$ cat src/rtl/uart_cmd_pkg.sv
// Shared types and constants for the UART command framer: FSM encoding,
// error bit positions and frame lengths for both checksum configurations.
package uart_cmd_pkg;

  typedef enum logic [2:0] {
    ST_HUNT   = 3'd0,
    ST_CMD    = 3'd1,
    ST_ARG_HI = 3'd2,
    ST_ARG_LO = 3'd3,
    ST_CHK    = 3'd4
  } state_e;

  localparam logic [7:0] SYNC_BYTE_DEFAULT = 8'hA5;

  localparam int ERR_CHK = 0;
  localparam int ERR_TMO = 1;
  localparam int ERR_OVF = 2;

  localparam int FRAME_LEN_CHK   = 5;
  localparam int FRAME_LEN_NOCHK = 4;

endpackage

$ cat src/rtl/uart_cmd_timeout.sv
// Inter-byte stall detector: counts baud8 ticks while a frame is open and
// pulses expire_o on the tick that reaches TIMEOUT_TICKS.
module uart_cmd_timeout #(
  parameter logic [7:0] TIMEOUT_TICKS = 8'd240
) (
  input  logic clk,
  input  logic reset_n,
  input  logic clr_i,
  input  logic en_i,
  input  logic tick_i,
  output logic expire_o
);

  logic [7:0] count_q, count_d;

  // A byte arriving on the expiring tick wins: the frame is still alive.
  always_comb begin
    count_d  = count_q;
    expire_o = 1'b0;
    if (clr_i || !en_i) begin
      count_d = '0;
    end else if (tick_i) begin
      if (count_q == TIMEOUT_TICKS - 8'd1) begin
        expire_o = 1'b1;
        count_d  = '0;
      end else begin
        count_d = count_q + 8'd1;
      end
    end
  end

  always_ff @(posedge clk or negedge reset_n) begin
    if (!reset_n) count_q <= '0;
    else          count_q <= count_d;
  end

endmodule

$ cat src/rtl/uart_cmd_parser.sv
// Byte-to-command framer behind the UART receiver.
// Build option: define UART_CMD_CHECKSUM_EN for the 5-byte frame with XOR check.
//
// state     | meaning
// ST_HUNT   | waiting for SYNC_BYTE, other bytes discarded
// ST_CMD    | expecting command byte
// ST_ARG_HI | expecting argument high byte
// ST_ARG_LO | expecting argument low byte
// ST_CHK    | expecting checksum byte (checksum build only)
module uart_cmd_parser
  import uart_cmd_pkg::*;
#(
  parameter logic [7:0] SYNC_BYTE     = SYNC_BYTE_DEFAULT,
  parameter logic [7:0] TIMEOUT_TICKS = 8'd240
) (
  input  logic        clk,
  input  logic        reset_n,
  input  logic        baud8_tick,
  input  logic [7:0]  rx_data,
  input  logic        rx_ready,
  output logic        cmd_valid,
  input  logic        cmd_ready,
  output logic [7:0]  cmd_code,
  output logic [15:0] cmd_arg,
  output logic [2:0]  err_flags,
  output logic [7:0]  err_count,
  input  logic        err_clr
);

  state_e      state_q;
  logic        rx_ready_q;
  logic [7:0]  code_q, hi_q;
`ifdef UART_CMD_CHECKSUM_EN
  logic [7:0]  lo_q, xor_q;
`endif
  logic        cmd_valid_q;
  logic [7:0]  cmd_code_q;
  logic [15:0] cmd_arg_q;
  logic [2:0]  err_flags_q;
  logic [7:0]  err_count_q;

  logic        accept, frame_done, chk_bad, commit_ok, ovf, load, tmo_expire;
  logic [15:0] new_arg;
  logic [2:0]  err_evt;

  always_comb begin
    accept = rx_ready & ~rx_ready_q;
`ifdef UART_CMD_CHECKSUM_EN
    frame_done = accept && (state_q == ST_CHK);
    chk_bad    = frame_done && (xor_q != rx_data);
    new_arg    = {hi_q, lo_q};
`else
    frame_done = accept && (state_q == ST_ARG_LO);
    chk_bad    = 1'b0;
    new_arg    = {hi_q, rx_data};
`endif
    commit_ok = frame_done & ~chk_bad;
    // A transfer in the commit cycle frees the slot, so only a stalled consumer overflows.
    ovf       = commit_ok & cmd_valid_q & ~cmd_ready;
    load      = commit_ok & ~ovf;
    err_evt          = '0;
    err_evt[ERR_CHK] = chk_bad;
    err_evt[ERR_TMO] = tmo_expire;
    err_evt[ERR_OVF] = ovf;
  end

  uart_cmd_timeout #(
    .TIMEOUT_TICKS(TIMEOUT_TICKS)
  ) u_timeout (
    .clk      (clk),
    .reset_n  (reset_n),
    .clr_i    (accept),
    .en_i     (state_q != ST_HUNT),
    .tick_i   (baud8_tick),
    .expire_o (tmo_expire)
  );

  always_ff @(posedge clk or negedge reset_n) begin
    if (!reset_n) begin
      state_q     <= ST_HUNT;
      rx_ready_q  <= 1'b0;
      code_q      <= '0;
      hi_q        <= '0;
`ifdef UART_CMD_CHECKSUM_EN
      lo_q        <= '0;
      xor_q       <= '0;
`endif
      cmd_valid_q <= 1'b0;
      cmd_code_q  <= '0;
      cmd_arg_q   <= '0;
      err_flags_q <= '0;
      err_count_q <= '0;
    end else begin
      rx_ready_q <= rx_ready;

      if (tmo_expire) begin
        state_q <= ST_HUNT;
      end else if (accept) begin
        unique case (state_q)
          ST_HUNT:   if (rx_data == SYNC_BYTE) state_q <= ST_CMD;
          ST_CMD: begin
            code_q  <= rx_data;
`ifdef UART_CMD_CHECKSUM_EN
            xor_q   <= rx_data;
`endif
            state_q <= ST_ARG_HI;
          end
          ST_ARG_HI: begin
            hi_q    <= rx_data;
`ifdef UART_CMD_CHECKSUM_EN
            xor_q   <= xor_q ^ rx_data;
`endif
            state_q <= ST_ARG_LO;
          end
          ST_ARG_LO: begin
`ifdef UART_CMD_CHECKSUM_EN
            lo_q    <= rx_data;
            xor_q   <= xor_q ^ rx_data;
            state_q <= ST_CHK;
`else
            state_q <= ST_HUNT;
`endif
          end
          ST_CHK:    state_q <= ST_HUNT;
          default:   state_q <= ST_HUNT;
        endcase
      end

      if (load) begin
        cmd_valid_q <= 1'b1;
        cmd_code_q  <= code_q;
        cmd_arg_q   <= new_arg;
      end else if (cmd_valid_q && cmd_ready) begin
        cmd_valid_q <= 1'b0;
      end

      if (err_clr) begin
        err_flags_q <= '0;
        err_count_q <= '0;
      end else if (|err_evt) begin
        err_flags_q <= err_flags_q | err_evt;
        if (err_count_q != 8'hFF) err_count_q <= err_count_q + 8'd1;
      end
    end
  end

  assign cmd_valid = cmd_valid_q;
  assign cmd_code  = cmd_code_q;
  assign cmd_arg   = cmd_arg_q;
  assign err_flags = err_flags_q;
  assign err_count = err_count_q;

endmodule
$ cat config.mk
export PLATFORM = sky130hd
export DESIGN_NAME = uart_cmd_parser
export DESIGN_NICKNAME = d
export VERILOG_FILES = /design/src/rtl/uart_cmd_pkg.sv /design/src/rtl/uart_cmd_timeout.sv /design/src/rtl/uart_cmd_parser.sv
export SDC_FILE = /design/constraint.sdc
export NUM_CORES = 1
export LEC_CHECK = 0
export BUFFER_PORTS_ARGS = -buffer_cell sky130_fd_sc_hd__buf_2
export CORE_UTILIZATION = 33
export DETAILED_ROUTE_END_ITERATION = 8
export PLACE_DENSITY_LB_ADDON = 0.15
export SKIP_CTS_REPAIR_TIMING = 1
export SLEW_MARGIN = 20
export SYNTH_ARGS = -nofsm -noshare
export SYNTH_HDL_FRONTEND = slang
export SYNTH_SLANG_ARGS = --single-unit
$ cat constraint.sdc
create_clock -name clk -period 3.4 [get_ports clk]
set_input_delay 0.68 -clock clk [delete_from_list [all_inputs] [get_ports clk]]
set_output_delay 0.68 -clock clk [all_outputs]
set_load 0.1 [all_outputs]
Yosys cells after proc, flatten, opt, wreduce, memory -nomap -nowiden. Index checks and enable logic that the tools add are counted.

Word-level logic and storage cells: 61. Input bits: 14. Bits in registers: 64. Output and inout bits: 36.

Eq/ne operators: 7. Reductions and logical operators: 16. Muxes and demuxes: 17. Add/subtract/negate cells: 2. Bitwise operators: 9.

Operators by type and width (number): 8-bit two-way mux (6); 8-bit by 1-bit adder with 8-bit output, second input constant (2); 8-bit equality test, second input constant (2); 3-bit two-way mux (5); 2-bit nonzero test (5); 3-bit case mux with 3 select lines (1); 8-bit != test, second input constant (1); 3-bit by 2-bit equality test with 1-bit output, second input constant (2); 3-bit AND reduction (2); 1-bit two-way mux (5); 1-bit bitwise AND (4); 1-bit NOT (4); 2-bit AND reduction (2); 3-bit by 1-bit equality test with 1-bit output, second input constant (1); 3-bit logical NOT (1); 3-bit != test, second input constant (1); 3-bit bitwise OR (1); 3-bit nonzero test (1); 1-bit logical AND (2); 2-bit OR reduction (1); 1-bit logical NOT (1); 1-bit logical OR (1).

Depth between registers and ports, before layout. Gate-level depths: netlist of the first run.

Depth in word-level cells: 8. Gate-level depth with buffers: 6. Depth with buffers taken out: 6.

Hierarchy. Synthesis of the first run repeated with hierarchy kept, for this count alone.

Cells, all modules: 214. Area total of the unflattened synthesis: 2747.6 µm².

By module, submodules not included: uart_cmd_parser (area an instance 2301.0 µm², cells each 169, seq. area each 1351.3 µm², instances 1); uart_cmd_timeout (area an instance 446.7 µm², cells each 45, seq. area each 200.2 µm², instances 1).

Least setup slack after synthesis of the first run. No wires, ideal clock.

Kind: reg-to-reg. Start point: register cmd_valid_q, in the netlist cmd_valid. End point: register err_count_q[7], in the netlist err_count[7]. Setup slack: 1.013 ns. Path buffers: 0. Arrival: 2.263 ns. Cell stages (with the launch flop): 6. Data required time: 3.275 ns. Period minus slack after synthesis: 2.387 ns. Setup time: 0.125 ns. Cell sequence: dfrtp_1 -> or2b_2 -> nor2_1 -> a31oi_4 -> nor4b_1 -> mux2_2.

Cells in the longest elaborated chain, start to end: 5.

RTL lines: start, declared (RTL line uart_cmd_parser.sv:36) `logic cmd_valid_q;`; start signal, assigned (RTL line uart_cmd_parser.sv:88) `cmd_valid_q <= 1'b0;`; start signal, assigned (RTL line uart_cmd_parser.sv:130) `cmd_valid_q <= 1'b1;`; start signal, assigned (RTL line uart_cmd_parser.sv:134) `cmd_valid_q <= 1'b0;`; 1-bit bitwise AND (2 in series) (RTL line uart_cmd_parser.sv:59) `ovf = commit_ok & cmd_valid_q & ~cmd_ready;`; 2-bit OR reduction (RTL line uart_cmd_parser.sv:140) `end else if (|err_evt) begin`; 2-bit nonzero test (no source line); 2-bit AND reduction (no source line); end signal, assigned (RTL line uart_cmd_parser.sv:142) `if (err_count_q != 8'hFF) err_count_q <= err_count_q + 8'd1;`; end, declared (RTL line uart_cmd_parser.sv:40) `logic [7:0] err_count_q;`.

Every way passes these cells. A chain may end at the register's enable or synchronous reset.

Worst setup path after layout of the first run.
Start point: register u_timeout.count_q[0]. End point: register err_count_q[7], in the netlist err_count[7].

Cells in the longest elaborated chain, start to end: 7.

RTL lines: start, declared (RTL line uart_cmd_timeout.sv:14) `logic [7:0] count_q, count_d;`; start signal, assigned (RTL line uart_cmd_timeout.sv:34) `else count_q <= count_d;`; 8-bit equality test (RTL line uart_cmd_timeout.sv:23) `if (count_q == TIMEOUT_TICKS - 8'd1) begin`; 1-bit two-way mux (RTL line uart_cmd_timeout.sv:23); 1-bit two-way mux (RTL line uart_cmd_timeout.sv:22) `end else if (tick_i) begin`; 1-bit two-way mux (RTL line uart_cmd_timeout.sv:20) `if (clr_i || !en_i) begin`; 2-bit OR reduction (RTL line uart_cmd_parser.sv:140); 2-bit nonzero test (no source line); 2-bit AND reduction (no source line).

Every way passes these cells.

==> impl_metrics.json, run 1 <==
{
  "outcome": "finished clean",
  "gr-total-overflow": 0,
  "cts_tree": "yes",
  "ios": 50,
  "drt_wl_total_mm": 5.376,
  "syn_avg_cell_area_um2": 12.70,
  "grt_use_total_pct": 14.30,
  "fp.dieH_um": 93.60,
  "crit_chain": "ha_1 > nand3_2 > nor3_4 > a31oi_4 > nor4b_1 > mux2_2",
  "relSlewSlack_pct": 65.66,
  "cp.arrival_ns": 2.25,
  "grt_pass1_vias": 1859,
  "maxCapViolCount": 0,
  "dieArea_um2": 8761,
  "viasPerCell": 4.871,
  "clock_path_buffers": 2,
  "ys_ff_latch": 62,
  "diodes": 0,
  "start_kind": "register",
  "io_buffers": 48,
  "final_max_slew_viol_count": 0,
  "syn_nets": 238,
  "rsz0062_at_grt": "false",
  "clk_latency_ns": 0.33,
  "slowest_stage": "dfrtp_1",
  "rows": 33,
  "cts_buffers": 9,
  "root_buffer": "clkbuf_8",
  "finalCriticalPeriod_ns": 2.032,
  "grt_first_pass_wirelength_mm": 9.370,
  "drt_first_pass_iters": 4,
  "hold_viol": 0,
  "nets": 291,
  "crit_required_ns": 3.62,
  "initial_utilization_pct": 33.87,
  "clock-sinks": 62,
  "hold_class": "in2async",
  "final_antenna_net_count": 0,
  "clock_skew_ns": 0.008198,
  "setup_viol": 0,
  "dpl.hpwl_mm": 3.767,
  "yosysSeqAreaShare_pct": 56.03,
  "post-route-period-util_pct": 59.77,
  "netlist_top_cells_area": "dfrtp_1, mux2_2, nor2_1",
  "drtIter0Drc": 39,
  "drive_above_1_share_pct": 43.48,
  "synth_edf_count": 0,
  "critPathMaxStageDelay_ns": 0.39,
  "path_clk_slew_ns": 0.08,
  "synth_top_area_share_pct": 56.03,
  "async_flop_share_pct": 100.0,
  "netlist_area_um2": 2769,
  "fmax_mhz": 492.1,
  "critical_path_class": "reg2reg",
  "cp_max_fo": 10,
  "yosys_warnings": 0,
  "netlist_instances": 218,
  "drc": 0,
  "crit_path_end_kind": "register",
  "ys.flop_type": "dfrtp_1",
  "place.gp.congestion": 0.7753,
  "tightest_slew_ns": 0.5151,
  "core_area_um2": 8175,
  "area_delta_synth_final_pct": 19.16,
  "synth.distinct_cells": 42,
  "synth_area_leader_cell": "dfrtp_1",
  "grt_max_degree": 25,
  "antenna_found_initial": 0,
  "vias": 1856,
  "h-tree-depth": 3,
  "tns_ns": 0,
  "wl_per_cell_um": 14.11,
  "rrSetupSlack_ns": 1.37,
  "die_w_um": 93.60
}
==> metrics by stage <==
| step | instances | setup slack, ns | hold slack (ns) | util [%] | instance area (um2) |
|---|---|---|---|---|---|
| finish | 381 | 1.368 | 0.3093 | 40.36 | 3299 |
| global route | 381 | 1.208 | 0.3342 | 40.36 | 3299 |
| CTS | 381 | 1.340 | 0.3228 | 40.36 | 3299 |
| detailed placement | 365 | 1.106 | 0.4891 | 37.80 | 3090 |
| global placement | 365 | 1.121 | 0.4864 | 37.80 | 3090 |
| floorplan | 218 | 1.013 | 0.3844 | - | 2769 |
==> routing by layer <==
metal	share of wire (%)	routed length, um	vias up	global-route usage, %
li1	-	-	880	-
met1	48	2554	909	18.61
met2	44	2383	62	21.88
met3	7.1	382	5	5.935
met4	1.0	56	0	3.846
met5	0	0	-	0
==> registers in the layout, indices dropped and copies added (netlist names) <==
register           flops
state_q                2
cmd_valid              1
hi_q                   8
err_count              8
err_flags              2
cmd_code               8
u_timeout.count_q      8
rx_ready_q             1
cmd_arg               16
code_q                 8
==> critical path: cells and delay by family (launching register included) <==
kind / cells / cell delay, ns
AND/OR/NAND/NOR: 3 / 0.77
AO/OA/AOI/OAI: 1 / 0.20
multiplexers: 1 / 0.37
adder cells (fa/ha/maj): 1 / 0.19
flip-flops: 1 / 0.39
==> worst paths after layout <==
| check | from | endpoint | cells after the start |
|---|---|---|---|
| max | u_timeout.count_q[0] | err_count[7] | 6 |
| min | reset_n | err_flags[1] | 1 |
| max reg2reg | u_timeout.count_q[0] | err_count[7] | 6 |
| min reg2reg | cmd_arg[14] | cmd_arg[14] | 1 |
| max in group asynchronous | reset_n | cmd_code[5] | 2 |
| min in group clk | rx_ready | rx_ready_q | 1 |
==> logic make-up (layout without fill, tap and decap cells) <==
family	count (synthesis)	in the layout	synth area share (%)
xor+xnor	1	1	0.3164
other cells	1	1	0.1354
buf+inv	12	70	3.118
compound gates	23	23	5.694
fa+ha+maj	6	6	2.711
mux	47	47	18.98
simple gates	66	66	13.01
flops	62	62	56.03
==> placed cells by master (no fill, tap or decap), types with 2 or more instances in the layout <==
| cell type | Yosys | routed |
|---|---|---|
| mux2i_1 | 3 | 3 |
| nor2b_1 | 5 | 4 |
| nand2_1 | 11 | 11 |
| inv_1 | 3 | 3 |
| or4bb_1 | 2 | 2 |
| mux2_2 | 44 | 44 |
| o31ai_1 | 2 | 2 |
| and3_1 | 2 | 2 |
| nand3_2 | 2 | 2 |
| nand4_1 | 3 | 3 |
| or4_1 | 2 | 2 |
| dfrtp_1 | 62 | 62 |
| clkinv_4 | 0 | 3 |
| nand3_1 | 2 | 2 |
| buf_2 | 2 | 48 |
| buf_4 | 1 | 3 |
| clkinvlp_4 | 0 | 2 |
| ha_1 | 6 | 6 |
| clkbuf_8 | 2 | 10 |
| a31oi_1 | 2 | 2 |
| nor2_1 | 25 | 25 |
| a21oi_1 | 7 | 7 |
| nand2b_1 | 2 | 2 |
| o21ai_0 | 6 | 6 |
==> cells in the mapped netlist, types with 3 or more instances <==
cell and count:
a21oi_1 7, dfrtp_1 62, ha_1 6, inv_1 3, mux2_2 44, mux2i_1 3
nand2_1 11, nand4_1 3, nor2_1 25, nor2b_1 5, o21ai_0 6
==> layout make-up <==
type,count,area [um2]
timing repair buffer,51,262.8
sequential,62,1551
clock inverter,6,71.32
tap,105,131.4
multi-input combinational,144,1134
fill,804,4876
clock buffer,10,137.6
inverter,3,11.26
Power of run 1 is not shown: default switching activity piles up to over one toggle a cycle in this logic, so the estimate is an artifact.
==> run 2: changes to the inputs <==
ABC_AREA = 1   (was unset)
clock period = 2.1 ns   (was 3.4 ns; I/O delays follow)
==> run 2 against run 1 <==
  * Hold slack worse by 0.23 ns
  * First-iteration DRC count is 120% higher
  * Cell count is 20% higher
  * Sequential cell count stayed put
  * Synthesized cell count is 37% higher
  * Utilization is 0.44 points higher
  * Area after synthesis is 1.3% higher
  * Global-route usage is 0.50 points higher
  * Wire length is 6.0% higher
  * Setup slack worse by 0.93 ns
  * Sequential share of layout area is 0.66 points lower
  * Largest cell class unchanged
  * Cell area is 1.6% higher
  * Critical endpoint is now err_count[5]
==> impl_metrics.json, run 2 <==
{
  "syn_nets": 318,
  "dieArea_um2": 8870,
  "h-tree-depth": 3,
  "grt_use_total_pct": 14.80,
  "switching_share_pct": 50.23,
  "clock_skew_ns": 0.009035,
  "ys_ff_latch": 62,
  "dp.cells": 445,
  "crit_required_ns": 1.68,
  "crit_chain": "buf_2",
  "synth.distinct_cells": 28,
  "setup_ws_ns": 0.4369,
  "path_clk_slew_ns": 0.07,
  "cp_max_fo": 7,
  "synth_area_leader_cell": "dfrtp_1",
  "place_ws_ns": 0.4748,
  "diodes": 0,
  "outcome": "finished clean",
  "yosys_warnings": 0,
  "setup_viol": 0,
  "hold_class": "in2async",
  "wl_per_cell_um": 12.41,
  "dpl.hpwl_mm": 4.086,
  "syn_avg_cell_area_um2": 9.409,
  "rsz0062_at_grt": "false",
  "yosysSeqAreaShare_pct": 55.33,
  "vias": 2067,
  "p_per_area_nw_per_um2": 1519,
  "synth_edf_count": 0,
  "fp.dieH_um": 94.18,
  "hold_viol": 0,
  "multi_input_comb_area_um2": 1076,
  "synth_commonest_cells": "nand2_1, dfrtp_1, o21ai_1",
  "start_kind": "register",
  "crit_path_end_kind": "primary output",
  "drive_above_1_share_pct": 23.45,
  "netlist_instances": 298,
  "drtIter0Drc": 84,
  "cts_buffers": 9,
  "fmax_mhz": 601.3,
  "netlist_area_um2": 2804,
  "whs_ns": 0.07921,
  "core_area_um2": 8217,
  "ios": 50,
  "cp-startpoint": "err_count[5]",
  "path_delay_family": "buffers and inverters",
  "final_antenna_net_count": 0,
  "p_switching_mw": 2.558,
  "clock_path_buffers": 2,
  "tightest_slew_ns": 0.5468,
  "io_buffers": 48,
  "netlist_top_cells_area": "dfrtp_1, nand2_1, mux2_1",
  "maxCapViolCount": 0,
  "filler_cell_count": 841,
  "yosysMostFrequentCell": "nand2_1",
  "critPathMaxStageDelay_ns": 0.47,
  "cellLeakagePower_nw": 1.804,
  "cp.depth": 1,
  "finalNonFillerCells": 459,
  "grt_first_pass_wirelength_mm": 9.811,
  "layout_common_cells": "nand2_1, dfrtp_1, buf_2, o21ai_1, inv_1",
  "pwr-share-clk_pct": 19.0,
  "fin_util_pct": 40.79,
  "register_area_um2": 1554,
  "p_comb_share_pct": 45.6,
  "rows": 33,
  "nets": 371,
  "grt_pass1_vias": 2002,
  "rr_startpoint": "state_q[0]",
  "place.gp.congestion": 0.7675,
  "final_max_slew_viol_count": 0,
  "relSlewSlack_pct": 63.46,
  "post-route-period-util_pct": 79.20,
  "clock-sinks": 62,
  "p_seq_share_pct": 35.4,
  "clk_latency_ns": 0.33,
  "synth_top_area_share_pct": 55.33,
  "initial_utilization_pct": 34.13,
  "cts_tree": "yes",
  "cp.arrival_ns": 1.24,
  "finalCriticalPeriod_ns": 1.663,
  "drt_wl_total_mm": 5.698,
  "ff2ff_path_depth": 10,
  "slowest_stage": "buf_2",
  "critical_path_class": "reg2out",
  "ys.flop_type": "dfrtp_1",
  "async_flop_share_pct": 100.0,
  "antenna_found_initial": 0,
  "drt_first_pass_iters": 4,
  "die_w_um": 94.18,
  "root_buffer": "clkbuf_8",
  "rrSetupSlack_ns": 0.49,
  "ir_drop_mv": 0.6996,
  "area_delta_synth_final_pct": 19.54,
  "worst-path-buf-inv": 1,
  "viasPerCell": 4.503,
  "largest_reg_flops": 16,
  "mostFrequentLayoutCell": "nand2_1",
  "grt_max_degree": 63,
  "tns_ns": 0,
  "gr-total-overflow": 0,
  "internal-power_mw": 2.534,
  "drc": 0
}
==> run 2: cell types whose count changed after synthesis, sizes merged, moves of 3 or more <==
cell   previous run  this run
mux2             44        16
nor2             25        22
nand3             4        17
mux2i             3         0
a21oi             7        10
nor3              2         5
nor2b             5         0
o21ai             6        31
nand2            11        79
inv               3        31
==> run 2: logic make-up after synthesis <==
group / Yosys count / share of synthesized area (%)
and+or+nand+nor: 126 / 20.17
muxes: 16 / 6.426
other: 1 / 0.1337
adders and majority gates: 6 / 2.677
xor gates and xnor gates: 2 / 0.6248
DFF: 62 / 55.33
AOI/OAI and AO/OA: 45 / 8.345
buffers and inverters: 40 / 6.292
==> run 2: path summary, 6_finish.rpt <==
| path | end |
|---|---|
| max | err_count[5] |
| min | cmd_arg[11] |
| max reg2reg | err_count[7] |
| min reg2reg | cmd_code[2] |
| max in group asynchronous | err_count[1] |
| min in group clk | rx_ready_q |
==> run 2: final cells by class <==
type                       count  area share (%)
multi-input combinational    196           32.10
clock buffer                   9           3.695
sequential                    62           46.36
clock inverter                 5           1.568
timing repair buffer          50           8.361
tap                          105           3.919
inverter                      32           3.994
==> run 2: power by group through the flow <==
stage | Clock [mW] | Sequential (mW) | Combinational, mW
6_report | 0.966 | 1.80 | 2.32
5_1_grt | 1.05 | 1.86 | 2.47
4_1_cts | 1.00 | 1.81 | 2.34
3_5_place_dp | 0 | 1.83 | 2.34
3_3_place_gp | 0 | 1.82 | 2.32
2_1_floorplan | 0 | 3.21 | 0.531
==> run 2: per-stage QoR <==
step | total power, mW | area (um2)
after floorplan | 3.740 | 2806
after global placement | 4.148 | 3176
after detailed placement | 4.170 | 3176
after CTS | 5.156 | 3352
after global routing | 5.382 | 3352
final | 5.091 | 3352
==> run 2: metal layers <==
metal | part of all wire, % | GRT usage, % | vias to the layer above
met3 | 4.1 | 3.803 | 9
met5 | 0 | 0 | -
li1 | - | - | 1062
met4 | 2.0 | 6.923 | 0
met2 | 45 | 21.62 | 35
met1 | 49 | 20.32 | 961
Power figures use the tool's default switching activity.
==> run 3: changes to the inputs <==
clock period = 1.4 ns   (was 2.1 ns; I/O delays follow)
==> run 3 against run 2 <==
  * Highest routed layer unchanged
  * Hold slack gained 0.013 ns
  * Largest cell class unchanged
  * The flow now finishes with violations (setup timing)
  * Register-to-register slack lost 0.52 ns
  * Die area is the same
  * Wire length grew 6.8%
  * Clock skew is essentially flat
  * Critical path depth grew 5
  * Cell area grew 21%
  * Via count grew 7.8%
  * Sequential power grew 52%
  * Global-route usage grew 0.33 points
  * Sequential share of layout area shrank 7.7 points
==> impl_metrics.json, run 3 (synthesis gave the netlist of run 2 again) <==
{
  "final_antenna_net_count": 0,
  "dpl-instance-area_um2": 3641,
  "drc": 0,
  "diodes": 0,
  "fin_area_um2": 4069,
  "antenna_found_initial": 0,
  "drt_wl_total_mm": 6.083,
  "crit_chain": "ha_1 > inv_2 > nor2_4 > nand2_4 > buf_4 > mux2_4",
  "switching_share_pct": 48.48,
  "p_seq_share_pct": 32.6,
  "maxCapViolCount": 0,
  "p_per_area_nw_per_um2": 2052,
  "layout_common_cells": "nand2_1, dfrtp_1, buf_4, clkbuf_4, o21ai_1",
  "final_max_slew_viol_count": 0,
  "cts_tree": "yes",
  "hold_viol": 0,
  "dieArea_um2": 8870,
  "ios": 50,
  "viasPerCell": 4.485,
  "clock-sinks": 62,
  "grt_pass1_vias": 2118,
  "cp.arrival_ns": 1.65,
  "clock_skew_ns": 0.008737,
  "filler_cell_count": 766,
  "finalCriticalPeriod_ns": 1.428,
  "crit_required_ns": 1.62,
  "cellLeakagePower_nw": 2.065,
  "post-route-period-util_pct": 102.0,
  "h-tree-depth": 3,
  "fp.dieH_um": 94.18,
  "setup_viol": 25,
  "internal-power_mw": 4.303,
  "largest_reg_flops": 16,
  "ir_drop_mv": 0.6869,
  "grt_max_degree": 25,
  "critical_path_class": "reg2reg",
  "clk_latency_ns": 0.34,
  "outcome": "complete, but fails checks",
  "pwr-share-clk_pct": 16.5,
  "initial_utilization_pct": 34.13,
  "violations": "setup timing",
  "io_buffers": 48,
  "drtIter0Drc": 49,
  "ff2ff_path_depth": 6,
  "grt_use_total_pct": 15.13,
  "p_switching_mw": 4.049,
  "setup_ws_ns": -0.02780,
  "clock_path_buffers": 2,
  "area_delta_synth_final_pct": 45.11,
  "critPathMaxStageDelay_ns": 0.42,
  "root_buffer": "clkbuf_8",
  "nets": 407,
  "drive_above_1_share_pct": 42.09,
  "mostFrequentLayoutCell": "nand2_1",
  "rows": 33,
  "core_area_um2": 8217,
  "vias": 2229,
  "hold_class": "in2reg",
  "path_clk_slew_ns": 0.07,
  "rsz0062_at_grt": "true",
  "p_comb_share_pct": 50.8,
  "drt_first_pass_iters": 4,
  "crit_path_end_kind": "register",
  "hold_depth": 1,
  "start_kind": "register",
  "cp_max_fo": 8,
  "place.gp.congestion": 0.7411,
  "fmax_mhz": 700.4,
  "whs_ns": 0.09186,
  "gr-total-overflow": 0,
  "die_w_um": 94.18,
  "multi_input_comb_area_um2": 1290,
  "grt_first_pass_wirelength_mm": 10.05,
  "wl_per_cell_um": 12.24,
  "slowest_stage": "dfrtp_1",
  "dpl.hpwl_mm": 4.501,
  "cts_buffers": 9,
  "register_area_um2": 1573
}
## run 3: power groups by stage
| stage | clock (mW) | sequential (mW) | combinational [mW] |
|---|---|---|---|
| floorplan | 0 | 4.84 | 0.943 |
| global placement | 0 | 2.73 | 3.91 |
| detailed placement | 0 | 2.75 | 3.94 |
| CTS | 1.44 | 2.72 | 3.95 |
| global route | 1.51 | 2.80 | 4.52 |
| finish | 1.38 | 2.73 | 4.25 |
## run 3: critical path, delay by kind of cell, from the launching register on
| family | cells | cell delay [ns] |
|---|---|---|
| adders and majority gates | 1 | 0.22 |
| buffers and inverters | 2 | 0.24 |
| DFF | 1 | 0.42 |
| muxes | 1 | 0.31 |
| and+or+nand+nor | 2 | 0.12 |
## run 3: worst paths after layout
check,from,endpoint,slack (ns)
setup reg to reg,state_q[0],cmd_arg[15],-0.03
setup / recovery,state_q[0],cmd_arg[15],-0.03
hold reg to reg,hi_q[0],cmd_arg[8],0.49
max in group asynchronous,reset_n,cmd_arg[15],0.47
min in group asynchronous,reset_n,cmd_arg[13],0.35
hold / removal,rx_ready,rx_ready_q,0.09
## run 3: per-layer routing
layer / part of all wire, % / global-route usage, % / up-vias
met5: 0 / 0 / -
met4: 2.0 / 7.308 / 0
met1: 50 / 20.66 / 1025
li1: - / - / 1154
met3: 3.6 / 3.964 / 10
met2: 44 / 22.04 / 40
## run 3: per-stage QoR
| step | setup WS, ns | TNS [ns] | utilization (%) | cells | power [mW] |
|---|---|---|---|---|---|
| 2_1_floorplan | -0.2020 | -2.766 | - | 298 | 5.786 |
| 3_3_place_gp | -0.07396 | -0.7458 | 44.31 | 474 | 6.645 |
| 3_5_place_dp | -0.1322 | -1.626 | 44.31 | 474 | 6.693 |
| 4_1_cts | -0.1368 | -2.365 | 46.35 | 490 | 8.101 |
| 5_1_grt | -0.1266 | -2.489 | 49.52 | 497 | 8.838 |
| 6_report | -0.02780 | -0.3743 | 49.52 | 497 | 8.351 |
## run 3: cell type report
type | instances | area share (%)
clock inverters | 4 | 0.5535
inverters | 32 | 3.290
clock buffers | 12 | 3.567
repair buffers | 85 | 19.00
multi-input cells | 197 | 31.70
well taps | 105 | 3.229
flip-flops and latches | 62 | 38.65
